### src/rtl/jogador_pkg.sv
`timescale 1ns/1ps
`default_nettype none
// ============================================================================
// Module   : jogador_pkg
// Purpose  : Shared constants for the jogador_automatico auto-player: state
//            codes, LED one-hot colours and default timing values.
//            Optional feature macro: JOGADA_EXTRA_EN (see jogador_automatico).
// Revision : 1.0 - initial release
// ============================================================================
package jogador_pkg;

    // State codes, also exported on db_estado
    localparam logic [3:0] c_ST_OCIOSO     = 4'd0;
    localparam logic [3:0] c_ST_ESPERA_LED = 4'd1;
    localparam logic [3:0] c_ST_CAPTURA    = 4'd2;
    localparam logic [3:0] c_ST_PRESSIONA  = 4'd3;
    localparam logic [3:0] c_ST_SOLTA      = 4'd4;
    localparam logic [3:0] c_ST_EXTRA      = 4'd5;
    localparam logic [3:0] c_ST_FIM        = 4'd15;

    // One-hot colour codes on leds / botoes
    localparam logic [3:0] c_LED_COR0 = 4'b0001;
    localparam logic [3:0] c_LED_COR1 = 4'b0010;
    localparam logic [3:0] c_LED_COR2 = 4'b0100;
    localparam logic [3:0] c_LED_COR3 = 4'b1000;

    // Default timing / depth values
    localparam int c_IDLE_CYCLES_DEF  = 300;
    localparam int c_PRESS_CYCLES_DEF = 100;
    localparam int c_GAP_CYCLES_DEF   = 100;
    localparam int c_MAX_JOGADAS_DEF  = 16;

    // Maps a 2-bit colour position to its one-hot LED code
    function automatic logic [3:0] led_da_posicao(input logic [1:0] pos);
        logic [3:0] cor;
        case (pos)
            2'd0:    cor = c_LED_COR0;
            2'd1:    cor = c_LED_COR1;
            2'd2:    cor = c_LED_COR2;
            default: cor = c_LED_COR3;
        endcase
        return cor;
    endfunction

endpackage
`default_nettype wire

### src/rtl/jogador_automatico_memoria.sv
`timescale 1ns/1ps
`default_nettype none
// ============================================================================
// Module   : jogador_memoria
// Purpose  : MAX_JOGADAS x 4 sequence store, one synchronous write port and
//            one asynchronous read port.
// Revision : 1.0 - initial release
// ============================================================================
module jogador_memoria #(
    parameter int MAX_JOGADAS = 16,
    parameter int IDX_W       = $clog2(MAX_JOGADAS)
) (
    input  logic             clock,
    input  logic             reset,
    input  logic             we_i,
    input  logic [IDX_W-1:0] waddr_i,
    input  logic [3:0]       wdata_i,
    input  logic [IDX_W-1:0] raddr_i,
    output logic [3:0]       rdata_o
);

    logic [3:0] mem_q [MAX_JOGADAS];

    // Store the raw LED value captured at a pulse start
    always_ff @(posedge clock or negedge reset) begin
        if (!reset) begin
            for (int i = 0; i < MAX_JOGADAS; i++) mem_q[i] <= 4'd0;
        end else if (we_i) begin
            mem_q[waddr_i] <= wdata_i;
        end
    end

    assign rdata_o = mem_q[raddr_i];

endmodule
`default_nettype wire

### src/rtl/jogador_automatico.sv
`timescale 1ns/1ps
`default_nettype none
// ============================================================================
// Module   : jogador_automatico
// Purpose  : Auto-player for jogo_desafio_memoria. Records the colours shown
//            on leds into a sequence store, then replays them on botoes with
//            PRESS_CYCLES / GAP_CYCLES timing once leds stay quiet.
//            Optional macro JOGADA_EXTRA_EN: append one rotating extra jogada
//            after each replay (challenge mode).
// Revision : 1.0 - initial release
// ============================================================================
module jogador_automatico
    import jogador_pkg::*;
#(
    parameter int IDLE_CYCLES  = c_IDLE_CYCLES_DEF,
    parameter int PRESS_CYCLES = c_PRESS_CYCLES_DEF,
    parameter int GAP_CYCLES   = c_GAP_CYCLES_DEF,
    parameter int MAX_JOGADAS  = c_MAX_JOGADAS_DEF
) (
    input  logic       clock,
    input  logic       reset,
    input  logic       habilita,
    input  logic [3:0] leds,
    input  logic       ganhou,
    input  logic       perdeu,
    output logic [3:0] botoes,
    output logic       fim,
    output logic       overflow,
    output logic [3:0] db_estado,
    output logic [4:0] db_contagem
);

    localparam int IDX_W = $clog2(MAX_JOGADAS);
    localparam int CNT_W = IDX_W + 1;
    localparam int TMAX  = (PRESS_CYCLES > GAP_CYCLES) ? PRESS_CYCLES : GAP_CYCLES;
    localparam int TMR_W = $clog2(TMAX + 1);
    localparam int IDL_W = $clog2(IDLE_CYCLES + 1);

    localparam logic [CNT_W-1:0] c_CNT_MAX   = CNT_W'(MAX_JOGADAS);
    localparam logic [IDL_W-1:0] c_IDLE_LAST = IDL_W'(IDLE_CYCLES - 1);
    localparam logic [TMR_W-1:0] c_PRESS_END = TMR_W'(PRESS_CYCLES - 1);
    localparam logic [TMR_W-1:0] c_GAP_END   = TMR_W'(GAP_CYCLES - 1);

    logic [3:0]       state_q,    state_d;
    logic [3:0]       leds_q;
    logic [CNT_W-1:0] count_q,    count_d;
    logic [IDX_W-1:0] idx_q,      idx_d;
    logic [IDL_W-1:0] idle_q,     idle_d;
    logic [TMR_W-1:0] tmr_q,      tmr_d;
    logic             overflow_q, overflow_d;
    logic [3:0]       botoes_q,   botoes_d;
    logic             mem_we;
    logic [3:0]       mem_rdata;
    logic             pulso;
`ifdef JOGADA_EXTRA_EN
    logic [1:0]       ptr_q,      ptr_d;
    logic             fase_gap_q, fase_gap_d;
`endif

    // A new colour starts only on a 0 -> non-zero edge of leds
    assign pulso = (leds_q == 4'd0) && (leds != 4'd0);

    jogador_memoria #(
        .MAX_JOGADAS (MAX_JOGADAS),
        .IDX_W       (IDX_W)
    ) u_memoria (
        .clock   (clock),
        .reset   (reset),
        .we_i    (mem_we),
        .waddr_i (count_q[IDX_W-1:0]),
        .wdata_i (leds),
        .raddr_i (idx_q),
        .rdata_o (mem_rdata)
    );

    // State and datapath registers
    always_ff @(posedge clock or negedge reset) begin
        if (!reset) begin
            state_q    <= c_ST_OCIOSO;
            leds_q     <= 4'd0;
            count_q    <= '0;
            idx_q      <= '0;
            idle_q     <= '0;
            tmr_q      <= '0;
            overflow_q <= 1'b0;
            botoes_q   <= 4'd0;
`ifdef JOGADA_EXTRA_EN
            ptr_q      <= 2'd0;
            fase_gap_q <= 1'b0;
`endif
        end else begin
            state_q    <= state_d;
            leds_q     <= leds;
            count_q    <= count_d;
            idx_q      <= idx_d;
            idle_q     <= idle_d;
            tmr_q      <= tmr_d;
            overflow_q <= overflow_d;
            botoes_q   <= botoes_d;
`ifdef JOGADA_EXTRA_EN
            ptr_q      <= ptr_d;
            fase_gap_q <= fase_gap_d;
`endif
        end
    end

    // Next state, counters and the registered button drive
    always_comb begin
        state_d    = state_q;
        count_d    = count_q;
        idx_d      = idx_q;
        idle_d     = idle_q;
        tmr_d      = tmr_q;
        overflow_d = overflow_q;
        botoes_d   = 4'd0;
        mem_we     = 1'b0;
`ifdef JOGADA_EXTRA_EN
        ptr_d      = ptr_q;
        fase_gap_d = fase_gap_q;
`endif
        if (!habilita) begin
            // Disable beats win/lose and throws away any stored sequence
            state_d = c_ST_OCIOSO;
            count_d = '0;
            idle_d  = '0;
            tmr_d   = '0;
        end else if ((ganhou || perdeu) && (state_q != c_ST_OCIOSO)) begin
            state_d = c_ST_FIM;
        end else begin
            case (state_q)
                c_ST_OCIOSO: begin
                    state_d    = c_ST_ESPERA_LED;
                    count_d    = '0;
                    overflow_d = 1'b0;
                    idle_d     = '0;
                end
                c_ST_ESPERA_LED: begin
                    if (leds != 4'd0) begin
                        idle_d = '0;
                        if (pulso) begin
                            if (count_q == c_CNT_MAX) begin
                                overflow_d = 1'b1;
                            end else begin
                                mem_we  = 1'b1;
                                count_d = count_q + CNT_W'(1);
                                state_d = c_ST_CAPTURA;
                            end
                        end
                    end else if ((count_q != '0) && (idle_q == c_IDLE_LAST)) begin
                        state_d = c_ST_PRESSIONA;
                        idx_d   = '0;
                        tmr_d   = '0;
                        idle_d  = '0;
                    end else if (idle_q != c_IDLE_LAST) begin
                        // Saturates so an empty store never wraps into a timeout
                        idle_d = idle_q + IDL_W'(1);
                    end
                end
                c_ST_CAPTURA: begin
                    if (leds == 4'd0) begin
                        state_d = c_ST_ESPERA_LED;
                        idle_d  = '0;
                    end
                end
                c_ST_PRESSIONA: begin
                    botoes_d = mem_rdata;
                    if (tmr_q == c_PRESS_END) begin
                        state_d = c_ST_SOLTA;
                        tmr_d   = '0;
                    end else begin
                        tmr_d = tmr_q + TMR_W'(1);
                    end
                end
                c_ST_SOLTA: begin
                    if (tmr_q == c_GAP_END) begin
                        tmr_d = '0;
                        if ((CNT_W'(idx_q) + CNT_W'(1)) < count_q) begin
                            state_d = c_ST_PRESSIONA;
                            idx_d   = idx_q + IDX_W'(1);
                        end else begin
`ifdef JOGADA_EXTRA_EN
                            state_d    = c_ST_EXTRA;
                            fase_gap_d = 1'b0;
`else
                            state_d = c_ST_ESPERA_LED;
                            count_d = '0;
                            idle_d  = '0;
`endif
                        end
                    end else begin
                        tmr_d = tmr_q + TMR_W'(1);
                    end
                end
`ifdef JOGADA_EXTRA_EN
                c_ST_EXTRA: begin
                    if (!fase_gap_q) begin
                        botoes_d = led_da_posicao(ptr_q);
                        if (tmr_q == c_PRESS_END) begin
                            fase_gap_d = 1'b1;
                            tmr_d      = '0;
                        end else begin
                            tmr_d = tmr_q + TMR_W'(1);
                        end
                    end else if (tmr_q == c_GAP_END) begin
                        state_d    = c_ST_ESPERA_LED;
                        count_d    = '0;
                        idle_d     = '0;
                        tmr_d      = '0;
                        fase_gap_d = 1'b0;
                        ptr_d      = ptr_q + 2'd1;
                    end else begin
                        tmr_d = tmr_q + TMR_W'(1);
                    end
                end
`endif
                c_ST_FIM: begin
                    state_d = c_ST_FIM;
                end
                default: begin
                    state_d = c_ST_OCIOSO;
                end
            endcase
        end
    end

    // Output decode from registered state
    always_comb begin
        botoes      = botoes_q;
        fim         = (state_q == c_ST_FIM);
        overflow    = overflow_q;
        db_estado   = state_q;
        db_contagem = 5'(count_q);
    end

endmodule
`default_nettype wire

### config.mk
export PLATFORM = sky130hd
export DESIGN_NAME = jogador_automatico
export DESIGN_NICKNAME = d
export VERILOG_FILES = /design/src/rtl/jogador_pkg.sv /design/src/rtl/jogador_automatico_memoria.sv /design/src/rtl/jogador_automatico.sv
export SDC_FILE = /design/constraint.sdc
export NUM_CORES = 1
export LEC_CHECK = 0
export CAP_MARGIN = 20
export CORE_MARGIN = 3
export CORE_UTILIZATION = 25
export CTS_BUF_LIST = sky130_fd_sc_hd__clkbuf_16
export DETAILED_ROUTE_END_ITERATION = 8
export DONT_BUFFER_PORTS = 1
export HOLD_SLACK_MARGIN = 0.06
export PLACE_DENSITY = 0.47
export RECOVER_POWER = 100
export SETUP_SLACK_MARGIN = 0.02
export SLEW_MARGIN = 0
export SYNTH_ARGS = -nofsm -noshare
export SYNTH_HDL_FRONTEND = slang
export SYNTH_SLANG_ARGS = --single-unit
### constraint.sdc
create_clock -name clock -period 3.6 [get_ports clock]
set_input_delay 0.54 -clock clock [delete_from_list [all_inputs] [get_ports clock]]
set_output_delay 0.54 -clock clock [all_outputs]
set_load 0.01 [all_outputs]
# [Word-level counts from Yosys, hierarchy flattened]
# Index checks and enable logic that the tools add are counted.
[classes] reduce_logical=20 eq_ne=35 n_bitwise=3 n_lt_le_gt_ge=4 n_addsub=5 n_mux=58
[ops] operator="2-to-1 mux 4 bit" n=19
[ops] operator="2-to-1 mux 9 bit" n=8
[ops] operator="bitwise mux 64 bit" n=1
[ops] operator="one-hot mux 9 bit (4 select lines)" n=1
[ops] operator="2-to-1 mux 5 bit" n=7
[ops] operator="2-to-1 mux 7 bit" n=5
[ops] operator="!= test 3 bit (second input constant)" n=8
[ops] operator="one-hot mux 4 bit (6 select lines)" n=1
[ops] operator="!= test 5 bit (second input constant)" n=4
[ops] operator="AND reduction 6 bit" n=3
[ops] operator="binary-select mux 4 bit (select 4 bit)" n=1
[ops] operator="demux 4 bit (select 4 bit)" n=1
[ops] operator="!= test 2 bit (second input constant)" n=8
[ops] operator="one-hot mux 5 bit (3 select lines)" n=1
[ops] operator="one-hot mux 7 bit (2 select lines)" n=1
[ops] operator="AND reduction 7 bit" n=2
[ops] operator="zero test 4 bit" n=3
[ops] operator="!= test 4 bit (second input constant)" n=3
[ops] operator=">= comparator 5 bit (second input constant)" n=2
[ops] operator="NOT 4 -> 5 bit" n=2
[ops] operator="adder 9 x 1 -> 9 bit (second input constant)" n=1
[ops] operator="equality test 9 bit (second input constant)" n=1
[ops] operator="2-to-1 mux 1 bit" n=9
[ops] operator="!= test 9 bit (second input constant)" n=1
[ops] operator="other kinds (26)" n=32
[totals] input_bits=9 out_inout_bits=15 ff_bits=102 elab_cells=149

# [Longest topological paths before layout]
# Gate-level depths: netlist of the first run.
[logic_depth] word_depth=7 depth_mapped=11 mapped_depth_nobuf=10

# [Cells and area by module]
# A second synthesis of the first run with hierarchy kept.
[hier_totals] hier_cells=454 area_unflattened_um2=5445.2
[by_module_without_submodules] mod="jogador_memoria" instances=1 area_each_um2=3019.1 cells_each=196 seq_area_each_um2=1601.5
[by_module_without_submodules] mod="jogador_automatico" instances=1 area_each_um2=2426.1 cells_each=258 seq_area_each_um2=950.9

# [Least setup slack after synthesis of the first run]
# No wires, ideal clock.
[synth_path] path_type="register to register" startpoint="reg idx_q[1]" endpoint="reg idle_q[7]" stages_incl_launch_ff=10 setup_time_ps=92 slack_ps=873 period_less_slack_ps=2727 n_path_buf=2 required_time_ps=3508 arrival_ps=2636 path_cell_list="dfrtp_1 > clkbuf_1 > clkbuf_1 > nand3_1 > xnor2_1 > ha_1 > a31oi_1 > o31a_1 > or3_1 > o31ai_2"
[synth_between] elab_chain_cells=4
[synth_rtl] item="start, declared" line_no="jogador_automatico.sv:47" source="logic [IDX_W-1:0] idx_q, idx_d;"
[synth_rtl] item="start signal, assigned" line_no="jogador_automatico.sv:95" source="idx_q <= idx_d;"
[synth_rtl] item="adder 4 x 1 -> 5 bit" line_no="jogador_automatico.sv:177" source="if ((CNT_W'(idx_q) + CNT_W'(1)) < count_q) begin"
[synth_rtl] item="less-than comparator 5 bit" line_no="jogador_automatico.sv:177"
[synth_rtl] item="!= test 3 bit (no line)"
[synth_rtl] item="AND reduction 6 bit (no line)"
[synth_rtl] item="end signal, assigned" line_no="jogador_automatico.sv:96" source="idle_q <= idle_d;"
[synth_rtl] item="end, declared" line_no="jogador_automatico.sv:48" source="logic [IDL_W-1:0] idle_q, idle_d;"
# No other way between the ends.
# A chain may end at the register's enable or synchronous reset.

# [Worst setup path in the final report of the first run]
[layout_path] startpoint="reg idx_q[0]" endpoint="reg idle_q[7]"
# Same word-level chain as after synthesis.

==> metrics.csv, run 1 <==
metric;value;unit
detail-route-antenna-nets;0;
cpPeakStageDelay;0.61;ns
syn_nets;451;
area_growth;10.5;%
slew_violations;103;
path_clk_slew;0.07;ns
grt_overflow_total;0;
drtPass1Iterations;4;
fin_nets;450;
syn-cell-area;5230;µm²
power.static_leakage;2.58;nW
synth-seq-area-share;48.8;%
fmax;0.329;GHz
post_cts_resized;0;
fin_hold_ws;0.219;ns
hold_violations;0;
drive_gt1_share;27.2;%
cts_buffers;9;
routed_wl;12800;µm
worst_pin_slew;2.59;ns
via_per_inst;4.94;
power;2.36;mW
ys_seq_elements;102;
fin_cells;704;
dp_hpwl;8830;µm
root_buffer;clkbuf_16;
crit_arrival;3.30;ns
grt_pass1_vias;3563;
status;finished, violations left;
dp.cells;688;
path_cells;clkbuf_2, nand3_1, xnor2_1, ha_1, a31oi_1, o31a_1, or3_1, o31ai_2;
post-route-period-util;84.4;%
syn_inst;431;
antenna_found_initial;0;
crit_type;flip-flop to flip-flop;
critical_path.slowest_cell;clkbuf_2;
drc;0;
fin_ws;0.563;ns
setup_tns;0;ns
die_y;151;µm
r2r_cells;8;
synth_largest_area_cell;dfrtp_1;
synth_area_leaders;dfrtp_1 49%, mux2_2 14%, mux4_2 8.6%, ha_1 2.6%, nand2_1 2.6%;
async_flop_share;100;%
holdCritStartpoint;leds[1];
crit_path_end_kind;flip-flop;
globalplace.congestion;0.787;
synth_area_per_cell;12.1;µm²
violations;capacitance limit, slew limit;
synth_edf_count;0;
hold_end;leds_q[1];
core_area;20400;µm²
worst_ep_required_time;3.86;ns
r2r-end;idle_q[7];
initial_core_util;25.7;%
wl_per_cell;18.1;µm
skew;0.00828;ns
synth-main-ff-cell;dfrtp_1;
slew_headroom;-73.0;%
synth_top_area_share;48.8;%
drv_cap;1;
fin_crit;3.04;ns
fp.dieW;151;µm
cts_buffer_depth;2;
ios;24;
num_vias;3479;
hold_depth;0;
pre_cts_slack;0.749;ns
grt_usage;11.8;%
clk_latency;0.35;ns
dieArea;22700;µm²
cts.sinks;102;
yosys_warnings;0;
rrSetupSlack;0.56;ns
fp-row-count;52;
path_max_fanout;20;
grt_max_degree;103;
cp-start-kind;flip-flop;
setup_viol;0;
grt_pass1_wl;20500;µm
portBuffers;0;
power_density;409;nW/µm²
drtIter0Drc;201;
cts_tree;built;
cts.htree.levels;3;
rsz0062_at_grt;no;
hold_class;input pin to flip-flop;
diodes;0;
r2r_start;idx_q[0];
synth_cell_types;52;
irDropWorstVdd;0.000189;V
[kinds of logic after synthesis]
group	count (synthesis)	share of synthesized area, %
AND/OR/NAND/NOR	132	14.1
flip-flops	102	48.8
multiplexers	89	23.4
AO/OA/AOI/OAI	67	8.59
buffers and inverters	29	2.32
adder cells (fa/ha/maj)	11	2.63
XOR/XNOR	1	0.167
[layout by cell type (no fill, tap or decap), types with 4 or more instances in the layout]
master | Yosys | routed
mux4_2 | 20 | 20
nand2_1 | 36 | 36
or3_1 | 6 | 6
nor3_2 | 5 | 5
dfrtp_1 | 102 | 102
o31ai_1 | 4 | 4
clkbuf_16 | 0 | 9
buf_4 | 0 | 5
a21oi_1 | 10 | 10
and2_1 | 5 | 5
nand3_1 | 13 | 13
mux2_2 | 67 | 67
nor4b_1 | 3 | 4
inv_1 | 10 | 10
nand2b_1 | 5 | 5
ha_1 | 11 | 11
nor2_1 | 27 | 27
and3_1 | 12 | 12
o21ai_0 | 27 | 27
[layout make-up]
class                      count  area [µm²]
clock inverter                 6        62.6
inverter                      10        37.5
tap                          270         338
fill                        2080       14600
clock buffer                   9         225
multi-input combinational    300        2520
sequential                   102        2550
timing repair buffer           7        47.5
[where the power goes]
group	switching (mW)	total, mW	leakage (nW)	internal [mW]
registers	0.0438	1.20	1.41	1.16
clock network	0.443	0.977	0.135	0.534
logic	0.112	0.180	1.04	0.0684
total	0.599	2.36	2.58	1.76
[critical path, delay by kind of cell (launching register included)]
family | cells | cell delay, ns
buffers and inverters | 1 | 0.61
xor gates and xnor gates | 1 | 0.19
DFF | 1 | 0.35
adders and majority gates | 1 | 0.32
AOI/OAI and AO/OA | 3 | 0.82
and+or+nand+nor | 2 | 0.64
[state kept, by name, summed over array words and instances, names as in the netlist]
signal,cells
u_memoria.mem_q,64
idle_q,9
tmr_q,7
db_contagem,5
botoes,4
db_estado,4
idx_q,4
leds_q,4
overflow,1
[layer usage]
| metal | vias to the layer above | track usage [%] | share of wire, % |
|---|---|---|---|
| li1 | 1592 | - | - |
| met2 | 47 | 18.0 | 46 |
| met4 | 0 | 3.08 | 1.0 |
| met5 | - | 0 | 0 |
| met1 | 1830 | 16.5 | 49 |
| met3 | 10 | 3.52 | 3.6 |
[Yosys cell counts, drive strengths merged, types with 2 or more instances]
library cell,instances
a211oi,2
a21o,3
a21oi,10
a22o,3
a31oi,2
and2,6
and3,12
buf,6
clkbuf,13
dfrtp,102
ha,11
inv,10
mux2,67
mux2i,2
mux4,20
nand2,36
nand2b,5
nand3,13
nand4,2
nor2,27
nor2b,2
nor3,7
nor4,3
nor4b,4
nor4bb,2
o211ai,3
o21ai,27
o21bai,3
o31ai,6
o32ai,2
or3,7
[worst max path at each step]
stage	from	to	depth (start not counted)	slack, ns
after floorplan	idx_q[1]	idle_q[7]	9	0.87
final	idx_q[0]	idle_q[7]	8	0.56
after detailed placement	idx_q[2]	idle_q[7]	9	0.75
after global placement	idx_q[2]	idle_q[7]	9	0.82
after global routing	idx_q[0]	idle_q[7]	10	0.30
after CTS	idx_q[2]	idle_q[7]	9	0.74
[timing repair]
item	in CTS	in global routing
endpoints found under the setup margin	0	0
hold buffers	1	0
hold endpoints to repair	102	0
buffers inserted	0	0
[stage by stage]
stage | util (%) | cell area, µm²
after floorplan | - | 5230
after global placement | 27.2 | 5530
after detailed placement | 27.2 | 5530
after CTS | 28.7 | 5840
after global routing | 28.4 | 5780
final | 28.4 | 5780
Power figures use the tool's default switching activity.
==> inputs of run 2 (changes only) <==
Settings changed: PLACE_DENSITY 0.47 to 0.49.
Clock period 3.6 ns to 2.5 ns, I/O delays scaled along.
==> run 2 against run 1 <==
Design area rose by 7.7%. Sequential power rose by 44%. Register-to-register slack got worse by 0.50 ns. Non-clock buffer count rose by 27. Global-route usage fell by 0.50 points. Worst setup slack got worse by 0.50 ns. Largest power group unchanged. The run ends with hold timing left. Routed wire length fell by 3.1%. Flip-flop and latch count did not move. Clock-buffer cell count did not move.
==> metrics.csv, run 2 (synthesis results as in run 1) <==
metric;value;unit;change
status;finished, violations left;;
violations;hold timing;;
worst_pin_slew;0.469;ns;-2.13 ns
fin_crit;2.44;ns;-0.600 ns
routed_wl;12400;µm;-3.1%
root_buffer;clkbuf_16;;
power;3.49;mW;+48%
cts_setup_buffers;0;;unchanged
clk_latency;0.35;ns;about the same
cts_buffers;9;;unchanged
fin_util;30.6;%;+2.2 points
final_cell_mix;100 x dfrtp_1, 67 x mux2_2, 33 x nand2_1, 28 x buf_4, 22 x o21ai_0;;
worst-path-stages;9;;+1
worst_ep_required_time;2.73;ns;-1.13 ns
drtPass1Iterations;4;;unchanged
path_cells;inv_1, ha_2, nor4bb_1, buf_4, nor4_4, buf_4, nand2_2, nor3_4, mux2_2;;
fmax;0.410;GHz;+25%
final_area;6220;µm²;+7.7%
crit_type;flip-flop to flip-flop;;
multi_input_area;2730;µm²;+8.3%
crit_family;simple AND/OR/NAND/NOR gates;;
endpoint;u_memoria.mem_q[58];;
slew_headroom;68.3;%;+140 points
hold_class;input pin to asynchronous set/reset pin;;
setup_viol;0;;unchanged
drc;0;;unchanged
rrSetupSlack;0.06;ns;-0.50 ns
grt_pass1_wl;20100;µm;-2.2%
r2r_start;db_contagem[1];;
cts_tree;built;;
crit_path_end_kind;flip-flop;;
dp_hpwl;8720;µm;-1.3%
critPathLaunch;db_contagem[1];;
crit_buf_inv;3;;+2
cts.sinks;102;;unchanged
drv_cap;0;;-1
cp-start-kind;flip-flop;;
slew_violations;0;;-100%
irDropWorstVdd;0.000334;V;+77%
fp-row-count;52;;unchanged
regArea;2550;µm²;about the same
path_max_fanout;5;;-75%
critical_path.slowest_cell;mux2_2;;
grt_max_degree;103;;unchanged
top_regs;u_memoria.mem_q: 64 flops, idle_q: 9 flops, tmr_q: 7 flops;;
fin_hold_ws;-0.285;ns;-0.504 ns
portBuffers;0;;unchanged
cts-hold-fix-buffers;4;;+3
setup_tns;0;ns;unchanged
dieArea;22700;µm²;unchanged
core_area;20400;µm²;unchanged
post-route-period-util;97.5;%;+13 points
rsz0062_at_grt;yes;;
grt_usage;11.3;%;-0.50 points
wl_per_cell;16.9;µm;-6.6%
drtIter0Drc;122;;-39%
num_vias;3506;;+0.78%
fp.dieW;151;µm;unchanged
hold_violations;102;;+102
cts_buffer_depth;2;;unchanged
power.static_leakage;2.73;nW;+5.5%
final_common_cell;dfrtp_1;;
crit_arrival;2.67;ns;-0.63 ns
grt_overflow_total;0;;unchanged
largest_register_ffs;64;;unchanged
cts.htree.levels;3;;unchanged
largest_register;u_memoria.mem_q;;
ios;24;;unchanged
drive_gt1_share;37.1;%;+9.9 points
fin_nets;477;;+6.0%
cpPeakStageDelay;0.37;ns;-0.24 ns
cp_common_cell;buf_4;;
detail-route-antenna-nets;0;;unchanged
initial_core_util;25.7;%;unchanged
path_clk_slew;0.07;ns;about the same
via_per_inst;4.80;;-2.9%
skew;0.0109;ns;+0.00258 ns
power_density;561;nW/µm²;+37%
antenna_found_initial;0;;unchanged
fin_ws;0.0632;ns;-0.500 ns
diodes;0;;unchanged
die_y;151;µm;unchanged
r2r-end;u_memoria.mem_q[58];;
fillers;2060;;-0.96%
grt_pass1_vias;3548;;-0.42%
pre_cts_slack;-0.0637;ns;-0.813 ns
placed_cell_area;5710;µm²;+3.3%
globalplace.congestion;0.796;;+1.1%
area_growth;19.0;%;
r2r_cells;9;;+1
-- run 2: cell count changes in the layout (fill, tap and decap cells not counted), moves of 5 or more --
cell	previous run	this run
buf_4	5	28
nor2_1	27	14
nor2_4	0	9
o21ai_0	27	22
-- run 2: layer usage --
layer	share of wire (%)	global-route usage, %	vias to the layer above
li1	-	-	1644
met1	48	16.0	1805
met2	46	17.4	44
met3	4.5	3.01	13
met4	1.3	2.77	0
met5	0	0	-
-- run 2: what timing repair did --
action,4_1_cts,5_1_grt
pin swaps,0,3
hold endpoints to repair,106,102
gates resized for setup,9,39
endpoints found under the setup margin,49,78
-- run 2: worst register-to-register path, cell delays in order, from the launching register on --
cell and delay (ns):
dfrtp_1 0.36, inv_1 0.10, ha_2 0.23, nor4bb_1 0.15, buf_4 0.16, nor4_4 0.25, buf_4 0.21, nand2_2 0.18
nor3_4 0.32, mux2_2 0.37
-- run 2: worst min path at each step --
stage | start | end | slack [ns] | cells past startpoint
finish | reset | u_memoria.mem_q[16] | -0.28 | 0
global route | reset | u_memoria.mem_q[16] | -0.31 | 0
CTS | reset | u_memoria.mem_q[5] | -0.30 | 0
detailed placement | reset | u_memoria.mem_q[17] | 0.08 | 0
global placement | reset | u_memoria.mem_q[16] | 0.08 | 0
floorplan | reset | botoes[0] | 0.08 | 0
-- run 2: final cells by class --
type                    instances  share of cell area, %
clock buffers                   9                   3.62
multi-input cells             300                   43.8
well taps                     270                   5.43
flip-flops and latches        102                   41.1
repair buffers                 34                   4.26
clock inverters                 6                   1.25
inverters                      10                  0.603
-- run 2: where the power goes --
group          switching (mW)  leakage, nW  internal, mW  total, mW
registers              0.0525         1.41          1.67       1.73
clock network           0.659        0.146         0.791       1.45
logic                   0.163         1.17         0.151      0.314
-- run 2: stage by stage --
stage	instances	hold slack, ns
5_1_grt	731	-0.310
2_1_floorplan	431	0.0794
3_5_place_dp	712	0.0820
6_report	731	-0.285
4_1_cts	731	-0.300
3_3_place_gp	712	0.0827
==> inputs of run 3 (changes only) <==
Settings changed: CORE_MARGIN 3 to 1.
==> run 3 against run 2 <==
Largest power group unchanged. Cell count is 0.96% higher. Critical endpoint is now idle_q[7]. Maximum frequency up 1.7%. The flow still finishes with violations (hold timing). Sequential share of layout area is 0.32 points lower. Die area shrank 5.2%. Register-to-register slack gained 0.04 ns. Worst setup slack improved by 0.041 ns.
==> metrics.csv, run 3 (synthesis results as in run 1) <==
metric;value;unit;change
fmax;0.417;GHz;+1.7%
drc;0;;unchanged
die_y;147;µm;-2.7%
globalplace.congestion;0.799;;+0.36%
post-route-period-util;95.8;%;-1.6 points
slew_violations;0;;unchanged
detail-route-antenna-nets;0;;unchanged
portBuffers;0;;unchanged
rrSetupSlack;0.10;ns;+0.04 ns
crit_type;flip-flop to flip-flop;;
ios;24;;unchanged
rsz0062_at_grt;yes;;
root_buffer;clkbuf_16;;
fin_nets;483;;+1.3%
dieArea;21500;µm²;-5.2%
crit_path_end_kind;flip-flop;;
diodes;0;;unchanged
num_vias;3549;;+1.2%
power;3.46;mW;-0.80%
path_max_fanout;3;;-2
power_density;552;nW/µm²;-1.6%
path_clk_slew;0.07;ns;about the same
top_regs;u_memoria.mem_q: 64 flops, idle_q: 9 flops, tmr_q: 7 flops;;
largest_register;u_memoria.mem_q;;
cts.htree.levels;3;;unchanged
r2r_start;idx_q[1];;
initial_core_util;25.7;%;unchanged
fp.dieW;147;µm;-2.7%
worst_ep_required_time;2.76;ns;+0.03 ns
irDropWorstVdd;0.000334;V;-0.11%
largest_register_ffs;64;;unchanged
drtPass1Iterations;4;;unchanged
cts-hold-fix-buffers;4;;unchanged
drv_cap;0;;unchanged
antenna_found_initial;0;;unchanged
dp_hpwl;8720;µm;about the same
grt_pass1_wl;20700;µm;+3.1%
r2r-end;idle_q[7];;
worst_pin_slew;0.486;ns;+0.0171 ns
setup_viol;0;;unchanged
fin_hold_ws;-0.289;ns;-0.00416 ns
cp-start-kind;flip-flop;;
violations;hold timing;;
grt_pass1_vias;3746;;+5.6%
r2r_cells;10;;+1
fillers;2053;;-0.34%
dp.cells;716;;+0.56%
drive_gt1_share;38.5;%;+1.4 points
wl_per_cell;17.1;µm;+1.0%
grt_overflow_total;0;;unchanged
core_area;20400;µm²;unchanged
fin_cells;738;;+0.96%
skew;0.00787;ns;-0.00298 ns
clk_latency;0.35;ns;about the same
cts_buffers;9;;unchanged
final_cell_mix;99 x dfrtp_1, 66 x mux2_2, 30 x nand2_1, 23 x o21ai_0, 22 x buf_4;;
fin_crit;2.40;ns;-0.0411 ns
placed_cell_area;5740;µm²;+0.53%
area_growth;20.0;%;
grt_max_degree;103;;unchanged
crit_arrival;2.66;ns;about the same
status;finished, violations left;;
cts.sinks;102;;unchanged
cts_buffer_depth;2;;unchanged
final_area;6270;µm²;+0.82%
via_per_inst;4.81;;+0.27%
routed_wl;12600;µm;+2.0%
hold_class;input pin to asynchronous set/reset pin;;
critPathLaunch;idx_q[1];;
drtIter0Drc;156;;+28%
hold_violations;102;;unchanged
cts_tree;built;;
power.static_leakage;2.75;nW;+1.0%
slew_headroom;67.6;%;-0.70 points
grt_usage;12.3;%;+1.0 points
final_common_cell;dfrtp_1;;
endpoint;idle_q[7];;
fp-row-count;52;;unchanged
[run 3: critical path: stages (launching register included)]
cell and delay, ns:
dfrtp_2 0.42, ha_4 0.17, nand2b_4 0.14, nand2_4 0.05, ha_4 0.27, nand2_2 0.05
o21ai_2 0.17, a31oi_2 0.13, o31a_1 0.27, or3_4 0.42, o31ai_4 0.22
[run 3: power by group]
group	leakage (nW)	internal, mW	total, mW	switching (mW)
Clock	0.146	0.781	1.43	0.647
Sequential	1.41	1.67	1.73	0.0551
Combinational	1.20	0.147	0.306	0.159
[run 3: worst min-delay path by stage]
stage | from | slack [ns] | endpoint | cells past startpoint
final | reset | -0.29 | u_memoria.mem_q[17] | 0
after global routing | reset | -0.31 | u_memoria.mem_q[16] | 0
after CTS | reset | -0.30 | u_memoria.mem_q[17] | 0
after detailed placement | reset | 0.08 | u_memoria.mem_q[17] | 0
after global placement | reset | 0.08 | u_memoria.mem_q[17] | 0
after floorplan | reset | 0.08 | botoes[0] | 0
[run 3: final cells by class]
| cell class | count | area, µm² | area share, % |
|---|---|---|---|
| clock inverters | 7 | 71.3 | 1.14 |
| inverters | 10 | 37.5 | 0.598 |
| well taps | 270 | 338 | 5.38 |
| flip-flops and latches | 102 | 2560 | 40.7 |
| multi-input cells | 300 | 2750 | 43.8 |
| repair buffers | 40 | 297 | 4.73 |
| clock buffers | 9 | 225 | 3.59 |
[run 3: metrics by stage]
stage / hold slack [ns] / utilization, % / setup TNS (ns) / setup WS [ns]
final: -0.289 / 30.8 / 0 / 0.104
after global routing: -0.309 / 30.8 / -0.0244 / -0.0226
after CTS: -0.299 / 29.9 / -0.204 / -0.0278
after detailed placement: 0.0825 / 28.2 / -0.277 / -0.0678
after global placement: 0.0827 / 28.2 / 0 / 0.0117
after floorplan: 0.0794 / - / 0 / 0.0246
[run 3: routing by layer]
layer  track usage (%)  share of wire, %  wire length (µm)
met2              19.3                48              6010
met1              17.2                48              6100
met5                 0                 0                 0
met3              2.44               2.8               355
met4              3.54               1.2               157
[run 3: timing repair]
item / 4_1_cts / 5_1_grt
endpoints found under the setup margin: 38 / 83
resized for setup: 6 / 57
pin swaps: 0 / 10
setup buffers: 0 / 2
hold endpoints to repair: 106 / 102
